==> src/rtl/axis_join_pkg.sv <==
// Shared types for axis_join: FSM states, default widths, skid entry layout.
// No logic of its own; the saturating add is used by the drop counter.
// Widths here describe the default DATA_WIDTH=1 build.
package axis_join_pkg;

  localparam int DATA_WIDTH = 1;
  localparam int IN_W       = DATA_WIDTH * 8;
  localparam int OUT_W      = 2 * IN_W;

  typedef enum logic {JOIN, RESYNC} state_t;

  typedef struct packed {
    logic [OUT_W-1:0] data;
    logic             last;
    logic             user;
  } skid_entry_t;

  function automatic logic [15:0] sat_add16(input logic [15:0] a, input logic [1:0] b);
    logic [16:0] s;
    s = {1'b0, a} + {15'd0, b};
    return s[16] ? 16'hFFFF : s[15:0];
  endfunction

endpackage

==> src/rtl/axis_skid_buf.sv <==
// 2-entry register slice; head entry drives the output directly.
// Latency: push visible on out_vld the next cycle.
// Backpressure: registered 'space' drops when both entries are occupied.
module axis_skid_buf #(
  parameter int WIDTH = 8
) (
  input  logic             core_clk,
  input  logic             arst_n,
  input  logic             in_vld,
  input  logic [WIDTH-1:0] in_dat,
  output logic             space,
  output logic             out_vld,
  input  logic             out_rdy,
  output logic [WIDTH-1:0] out_dat
);

  logic [WIDTH-1:0] ent0;
  logic [WIDTH-1:0] ent1;
  logic [1:0]       cnt;
  logic [1:0]       cnt_nxt;
  logic             push;
  logic             pop;

  assign push    = in_vld & space;
  assign pop     = (cnt != 2'd0) & out_rdy;
  assign out_vld = (cnt != 2'd0);
  assign out_dat = ent0;

  always_comb begin
    cnt_nxt = cnt;
    case ({push, pop})
      2'b10:   cnt_nxt = cnt + 2'd1;
      2'b01:   cnt_nxt = cnt - 2'd1;
      default: cnt_nxt = cnt;
    endcase
  end

  // space resets low so nothing is accepted until the first clock after release
  always_ff @(posedge core_clk or negedge arst_n) begin
    if (!arst_n) begin
      cnt   <= 2'd0;
      space <= 1'b0;
      ent0  <= '0;
      ent1  <= '0;
    end else begin
      cnt   <= cnt_nxt;
      space <= (cnt_nxt != 2'd2);
      if (pop) begin
        if (cnt == 2'd2) begin
          ent0 <= ent1;
        end else if (push) begin
          ent0 <= in_dat;
        end
      end else if (push) begin
        if (cnt == 2'd0) begin
          ent0 <= in_dat;
        end else begin
          ent1 <= in_dat;
        end
      end
    end
  end

endmodule

==> src/rtl/axis_join.sv <==
// Joins one beat from each branch into {b1,b0}; 1-cycle latency via 2-entry skid buffer.
// Backpressure: input treadys see only tvalid/tuser/tlast and registered skid space, never m tready.
// AXIS_JOIN_RESYNC_EN adds a RESYNC state (drop until both branches start a frame) and drop_cnt.
module axis_join
  import axis_join_pkg::*;
#(
  parameter int DATA_WIDTH = 1
) (
  input  logic                      aclk,
  input  logic                      aresetn,
  input  logic [DATA_WIDTH*8-1:0]   s_axis_video_0_tdata,
  input  logic                      s_axis_video_0_tlast,
  input  logic                      s_axis_video_0_tuser,
  input  logic                      s_axis_video_0_tvalid,
  output logic                      s_axis_video_0_tready,
  input  logic [DATA_WIDTH*8-1:0]   s_axis_video_1_tdata,
  input  logic                      s_axis_video_1_tlast,
  input  logic                      s_axis_video_1_tuser,
  input  logic                      s_axis_video_1_tvalid,
  output logic                      s_axis_video_1_tready,
  output logic [2*DATA_WIDTH*8-1:0] m_axis_video_tdata,
  output logic                      m_axis_video_tlast,
  output logic                      m_axis_video_tuser,
  output logic                      m_axis_video_tvalid,
  input  logic                      m_axis_video_tready,
`ifdef AXIS_JOIN_RESYNC_EN
  output logic                      sync_err,
  output logic [15:0]               drop_cnt
`else
  output logic                      sync_err
`endif
);

  localparam int IW = DATA_WIDTH * 8;

  typedef struct packed {
    logic [2*IW-1:0] data;
    logic            last;
    logic            user;
  } entry_t;

  entry_t push_ent;
  entry_t head;
  logic   space;
  logic   push;
  logic   both_vld;
  logic   heads_match;

  assign both_vld    = s_axis_video_0_tvalid & s_axis_video_1_tvalid;
  assign heads_match = (s_axis_video_0_tuser == s_axis_video_1_tuser) &
                       (s_axis_video_0_tlast == s_axis_video_1_tlast);
  assign push_ent    = '{data: {s_axis_video_1_tdata, s_axis_video_0_tdata},
                         last: s_axis_video_0_tlast,
                         user: s_axis_video_0_tuser};

`ifdef AXIS_JOIN_RESYNC_EN
  state_t     state;
  logic       run_q;
  logic       mismatch;
  logic       drop0;
  logic       drop1;
  logic       resync_done;
  logic [1:0] n_drop;

  // run_q keeps RESYNC drops off while reset is asserted and for the release cycle
  assign push        = (state == JOIN) & both_vld & heads_match & space;
  assign mismatch    = run_q & (state == JOIN) & both_vld & ~heads_match;
  assign drop0       = run_q & (state == RESYNC) & s_axis_video_0_tvalid & ~s_axis_video_0_tuser;
  assign drop1       = run_q & (state == RESYNC) & s_axis_video_1_tvalid & ~s_axis_video_1_tuser;
  assign resync_done = run_q & (state == RESYNC) & both_vld &
                       s_axis_video_0_tuser & s_axis_video_1_tuser;
  assign n_drop      = {1'b0, drop0} + {1'b0, drop1};

  assign s_axis_video_0_tready = push | drop0;
  assign s_axis_video_1_tready = push | drop1;

  always_ff @(posedge aclk or negedge aresetn) begin
    if (!aresetn) begin
      state    <= RESYNC;
      run_q    <= 1'b0;
      sync_err <= 1'b0;
      drop_cnt <= '0;
    end else begin
      run_q    <= 1'b1;
      sync_err <= mismatch;
      drop_cnt <= sat_add16(drop_cnt, n_drop);
      if (state == JOIN) begin
        if (mismatch) state <= RESYNC;
      end else if (resync_done) begin
        state <= JOIN;
      end
    end
  end
`else
  // Mismatched pairs still join; branch 0 sideband wins and the error is flagged.
  assign push                  = both_vld & space;
  assign s_axis_video_0_tready = push;
  assign s_axis_video_1_tready = push;

  always_ff @(posedge aclk or negedge aresetn) begin
    if (!aresetn) begin
      sync_err <= 1'b0;
    end else begin
      sync_err <= push & ~heads_match;
    end
  end
`endif

  axis_skid_buf #(
    .WIDTH($bits(entry_t))
  ) u_skid (
    .core_clk (aclk),
    .arst_n   (aresetn),
    .in_vld   (push),
    .in_dat   (push_ent),
    .space    (space),
    .out_vld  (m_axis_video_tvalid),
    .out_rdy  (m_axis_video_tready),
    .out_dat  (head)
  );

  assign m_axis_video_tdata = head.data;
  assign m_axis_video_tlast = head.last;
  assign m_axis_video_tuser = head.user;

endmodule

==> config.mk <==
export PLATFORM = sky130hd
export DESIGN_NAME = axis_join
export DESIGN_NICKNAME = d
export VERILOG_FILES = /design/src/rtl/axis_join_pkg.sv /design/src/rtl/axis_skid_buf.sv /design/src/rtl/axis_join.sv
export SDC_FILE = /design/constraint.sdc
export NUM_CORES = 1
export LEC_CHECK = 0
export BUFFER_PORTS_ARGS = -buffer_cell sky130_fd_sc_hd__buf_4
export CORE_MARGIN = 1
export CORE_UTILIZATION = 31
export DETAILED_ROUTE_END_ITERATION = 8
export PLACE_DENSITY_LB_ADDON = 0.12
export SYNTH_ARGS = -nofsm -noshare
export SYNTH_HDL_FRONTEND = slang
export SYNTH_SLANG_ARGS = --single-unit
==> constraint.sdc <==
create_clock -name aclk -period 5 [get_ports aclk]
set_input_delay 0.25 -clock aclk [delete_from_list [all_inputs] [get_ports aclk]]
set_output_delay 0.25 -clock aclk [all_outputs]
set_load 0.01 [all_outputs]
# Word level (Yosys, flattened, before mapping)

Cells that the tools add are included.

Logic and storage cells: 35
Register bits: 40
Bits of input ports: 25

Equal/unequal tests: 6
Add/sub/neg operators: 2
Reductions and logical operators: 7
Muxes and demuxes: 6
Bitwise logic cells: 9

Operators by type and width:

| kind                | count |
|---|---|
| $mux 18             | 5 |
| $reduce_bool 2->1   | 4 |
| $and 1x1->1         | 6 |
| $reduce_and 3->1    | 2 |
| $eq 2x2->1 const B  | 2 |
| $pmux 2 s2          | 1 |
| $not 1->1           | 3 |
| $add 2x1->2 const B | 1 |
| $eq 1x1->1          | 2 |
| $eq 2x1->1 const B  | 1 |
| $logic_not 2->1     | 1 |
| $ne 2x2->1 const B  | 1 |
| $sub 2x1->2 const B | 1 |

# Longest topological paths before layout

Depth after elaboration: 6
Mapped depth: 8

# Modules after synthesis

Synthesis repeated with hierarchy kept, for this count alone.

Cells, all modules: 121
Area, all modules: 1894.3 sq um

Modules (own cells, without submodules):

| module        | cells an instance | sequential area each (sq um) | times used | area an instance (sq um) |
|---|---|---|---|---|
| axis_skid_buf | 115               | 975.9                        | 1          | 1821.7 |
| axis_join     | 6                 | 25.0                         | 1          | 72.6 |

# Worst setup path before layout

OpenSTA, ideal clock, no wires.

Kind: register -> register
Start point: reg u_skid.cnt[0]
End point: reg u_skid.ent0[10], in the netlist u_skid.out_dat[10]
Arrival time: 1.883 ns
Stages on the path, launching flop included: 9
Slack: 2.992 ns
Data required time: 4.875 ns
Library setup time: 0.125 ns
Buffers on the path: 2
Cell sequence: dfrtp_1 -> or2_1 -> buf_6 -> and2_1 -> inv_1 -> ha_1 -> a221oi_4 -> buf_12 -> mux2_4

Longest elaborated chain between the ends: 4
Elaborated cells between the ends (all ways): 10
Those cells by class: eq/ne: 1; mux: 2; bitwise: 1; reduce/logical: 6

Ends and longest elaborated chain:

| item                          | RTL line            | text |
|---|---|---|
| start: declaration            | axis_skid_buf.sv:19 | `logic [1:0] cnt;` |
| start signal: assignment      | axis_skid_buf.sv:46 | `cnt <= cnt_nxt;` |
| $reduce_bool 2->1 *           | -                   |  |
| named net m_axis_video_tvalid | axis_join.sv:24     | `output logic m_axis_video_tvalid,` |
| $and 1x1->1 *                 | axis_skid_buf.sv:25 | `assign pop = (cnt != 2'd0) & out_rdy;` |
| $reduce_bool 2->1 (no line)   | -                   |  |
| $reduce_and 3->1 (no line)    | -                   |  |
| end signal: assignment        | axis_skid_buf.sv:50 | `ent0 <= ent1;` |
| end signal: assignment        | axis_skid_buf.sv:52 | `ent0 <= in_dat;` |
| end signal: assignment        | axis_skid_buf.sv:56 | `ent0 <= in_dat;` |
| end: declaration              | axis_skid_buf.sv:17 | `logic [WIDTH-1:0] ent0;` |

Mark *: on every way through the listed nets, which the timed path passes. The rest lies on a longest branch.
A chain may end at the register's enable or synchronous reset.

# Worst setup path in the final report

Start point: reg u_skid.cnt[0]
End point: reg u_skid.ent0[1], in the netlist u_skid.out_dat[1]

Longest elaborated chain between the ends: 4
Elaborated cells between the ends (all ways): 10
Those cells by class: eq/ne: 1; mux: 2; bitwise: 1; reduce/logical: 6

Ends and longest elaborated chain:

| item                        | RTL line |
|---|---|
| $reduce_bool 2->1           | axis_skid_buf.sv:25 |
| $and 1x1->1                 | axis_skid_buf.sv:25 |
| $reduce_bool 2->1 (no line) | - |
| $reduce_and 3->1 (no line)  | - |

Parallel ways exist; a longest one is shown, timed or not.

==> flow_summary.rst <==
.. list-table::
   :header-rows: 1

   * - Metric
     - Value
   * - Post-synthesis cell count
     - ~120
   * - Number of nets produced by synthesis
     - 148
   * - R2R Path Start
     - u_skid.cnt[0]
   * - Static leakage power
     - 1.082 nW
   * - Post-layout worst setup margin
     - 2.884 ns
   * - Outcome
     - complete, no violations
   * - Wire per inst
     - 14.58 um
   * - Worst clock skew
     - 0.007656 ns
   * - Maxcap violations
     - 0
   * - Number of cell instances on the worst register-to-register path
     - 3
   * - Global-route usage over all layers
     - 0.1234
   * - Via count
     - 1135
   * - Measured slew at the worst slew-check pin
     - 0.9707 ns
   * - Cell with the most instances on the worst path
     - sky130_fd_sc_hd__mux2_2
   * - Relative area change from synthesis to final layout
     - 26.86%
   * - DR pass1 iterations
     - 3
   * - Portion of the post-synthesis area used by sequential elements
     - 0.5358
   * - Critical path peak fanout
     - 18
   * - Setup slack of the worst register-to-register path
     - 2.88 ns
   * - NumNets Final
     - 198
   * - Worst hold path stage count
     - 2
   * - Critical Path, Cell by Cell
     - nand3b_1, mux2_2, mux2_2
   * - Worst path required time
     - 5.16 ns
   * - Most frequent cell after synthesis
     - sky130_fd_sc_hd__mux2_2
   * - Clock tree from TritonCTS
     - yes
   * - Number of failing hold endpoints at the final stage
     - 0
   * - Worst hold slack after final layout
     - 0.2037 ns
   * - Netlist cell types
     - 22
   * - Gr ovfl total
     - 0
   * - Die outline area
     - 6340 um2
   * - Overall power
     - 1.338 mW
   * - Dominant synthesized flop cell
     - sky130_fd_sc_hd__dfrtp_1
   * - # Post-CTS Setup Buffers
     - 0
   * - Die span in y
     - approximately 80 um
   * - Number of storage elements in the synthesis netlist
     - 40
   * - Maximum number of pins on one net before global-route repair
     - 41
   * - Antenna violations before repair
     - 0
   * - Half-perimeter wire length after placement
     - 2.436 mm
   * - Via count of the first global-routing pass
     - 1246
   * - Worst slew margin relative to its limit
     - 0.3509
   * - Routed vias/inst
     - 4.652
   * - Highest-delay cell along the critical path
     - sky130_fd_sc_hd__nand3b_1
   * - Endpoint of the worst register-to-register path
     - u_skid.out_dat[1]
   * - Final Max Slew Viols
     - 0
   * - Worst Setup Slack post-DPL
     - roughly 2.8 ns
   * - Hold path endpoint
     - u_skid.ent1[12]
   * - CTS HTree Levels
     - 2
   * - DRC violation count after routing
     - 0
   * - Area share of the leading cell type in the synthesized netlist
     - 0.5358
   * - Power density relative to cell area
     - 564.7 nW/um2
   * - Die extent in x
     - roughly 80 um
   * - Share of flip-flops with an asynchronous set or reset
     - 1.000
   * - Count of routing violations after the opening detailed-route iteration
     - 9
   * - Diode insertion count for antenna repair
     - 0
   * - Worst vdd rail ir drop
     - 0.2586 mV
   * - Min Clock Period, post-route
     - roughly 2.1 ns
   * - Setup TNS
     - 0 ns
   * - Area of the mapped netlist
     - between 1500 and 2000 um2
   * - Peak Freq
     - 472.6 MHz
   * - Clock-pin slew of the registers on the worst-case setup and hold paths
     - about 0.080 ns
   * - Mean area per synthesized cell
     - 15.44 um2
   * - Sort of element at the end of the critical path
     - register
   * - Crit path DAT
     - approximately 2.3 ns
   * - Number of flops mapped to enable cells by yosys
     - 0
   * - Core region area
     - around 5600 um2
   * - Hold path startpoint
     - s_axis_video_1_tdata[2]
   * - Remaining number of nets flagged by the antenna check after routing
     - 0
   * - Boundary Pins
     - 47
   * - Tcrit/Tclk final
     - 0.4232
   * - Worst hold path type
     - in2reg
   * - Clock root buffer
     - sky130_fd_sc_hd__clkbuf_8
   * - Port Buf Inserts
     - 46
   * - Cts bufs inserted
     - 5
   * - Ranking of synthesized cells by instance count
     - 44 x sky130_fd_sc_hd__mux2_2, 40 x sky130_fd_sc_hd__dfrtp_1, 10 x sky130_fd_sc_hd__mux2_4
   * - Yosys top cell by area
     - sky130_fd_sc_hd__dfrtp_1
   * - Global-route wire length before repair
     - 5.885 mm
   * - Cell types occupying the most area after synthesis
     - sky130_fd_sc_hd__dfrtp_1 54%, sky130_fd_sc_hd__mux2_2 27%, sky130_fd_sc_hd__mux2_4 8.0%
   * - Share of final-layout standard cells stronger than drive strength 1
     - 0.6453
   * - Count of synthesis-stage warnings from yosys
     - 0
   * - Filler cell count in the final layout
     - roughly 520
   * - Clock buffer depth
     - 2
   * - Critical Path Start Type
     - register
   * - Share of the core filled with cells in the final layout
     - 0.4200
   * - Worst setup path class
     - reg2reg
   * - Placement row count
     - 27
   * - Post-detailed-routing wire length
     - 3.558 mm
   * - Highest cell delay on the worst timing path
     - ~0.76 ns
   * - RSZ-0062 raised after global routing
     - false
   * - Final setup violation count
     - 0
   * - Clock sinks
     - 40
   * - Effective utilization at floorplan
     - 0.3311
   * - Routability-driven placement congestion ratio
     - roughly 0.69
   * - Clock latency on the worst-skew pair
     - about 0.28 ns
-- cell families (layout without fill, tap and decap cells) --
family                   after synthesis  after routing  share of synthesized area
buffers and inverters                  9             60                    0.03483
multiplexers                          54             54                     0.3456
flip-flops                            40             40                     0.5358
AND/OR/NAND/NOR                        8              8                    0.02680
XOR/XNOR                               4              4                    0.01875
AO/OA/AOI/OAI                          4              4                    0.02479
adder cells (fa/ha/maj)                2              2                    0.01339
-- per-layer routing --
layer  track usage  wire [um]  up-vias  share of wire
met2        0.2145       1792       32           0.50
met3       0.04000        223        5          0.063
met1        0.1429       1504      574           0.42
met5             0          0        -              0
met4       0.03818         38        0          0.011
li1              -          -      524              -
-- report_power, final --
part | switching (mW) | internal, mW
sequential | 0.0873 | 0.485
combinational | 0.205 | 0.347
clock | 0.101 | 0.112
-- repair_timing --
| item | 4_1_cts | 5_1_grt |
|---|---|---|
| hold buffers | 1 | 0 |
| gates resized for setup | 0 | 0 |
| hold endpoints to repair | 40 | 0 |
-- through the flow --
| stage | cell area, um2 | std cells |
|---|---|---|
| after floorplan | 1868 | 121 |
| after global placement | 2270 | 235 |
| after detailed placement | 2270 | 235 |
| after CTS | 2370 | 244 |
| after global routing | 2370 | 244 |
| final | 2370 | 244 |
-- critical path: cells and delay by family (launching register included) --
family / cells / cell delay [ns]
simple gates: 1 / 0.76
flops: 1 / 0.43
mux: 2 / 0.80
-- state kept, by name, summed over array words and instances, names as in the netlist --
signal and count:
sync_err 1, u_skid.cnt 2, u_skid.ent1 18, u_skid.out_dat 18
u_skid.space 1
-- cell type report --
class / count / area, um2 / area share
clock buffers: 8 / 90.09 / 0.03801
inverters: 3 / 11.26 / 0.004752
multi-input cells: 72 / 807.0 / 0.3405
flip-flops and latches: 40 / 1001 / 0.4224
well taps: 72 / 90.09 / 0.03801
repair buffers: 49 / 370.4 / 0.1563
-- cells in the final DEF, fill, tap and decap left out, types with 2 or more instances in the layout --
| cell type | instances |
|---|---|
| sky130_fd_sc_hd__buf_4 | 48 |
| sky130_fd_sc_hd__mux2_4 | 10 |
| sky130_fd_sc_hd__xnor2_1 | 4 |
| sky130_fd_sc_hd__inv_1 | 3 |
| sky130_fd_sc_hd__clkbuf_8 | 6 |
| sky130_fd_sc_hd__ha_1 | 2 |
| sky130_fd_sc_hd__dfrtp_1 | 40 |
| sky130_fd_sc_hd__clkbuf_1 | 2 |
| sky130_fd_sc_hd__mux2_2 | 44 |
-- worst max-delay path by stage --
stage / start / end / slack [ns] / depth (start not counted)
after floorplan: u_skid.cnt[0] / u_skid.out_dat[10] / 2.99 / 8
after global placement: u_skid.cnt[0] / u_skid.out_dat[6] / 2.87 / 3
after detailed placement: u_skid.cnt[0] / u_skid.out_dat[1] / 2.83 / 3
after CTS: u_skid.cnt[0] / u_skid.out_dat[6] / 2.81 / 3
after global routing: u_skid.cnt[0] / u_skid.out_dat[1] / 2.71 / 3
final: u_skid.cnt[0] / u_skid.out_dat[1] / 2.88 / 3
Power figures use the tool's default switching activity.
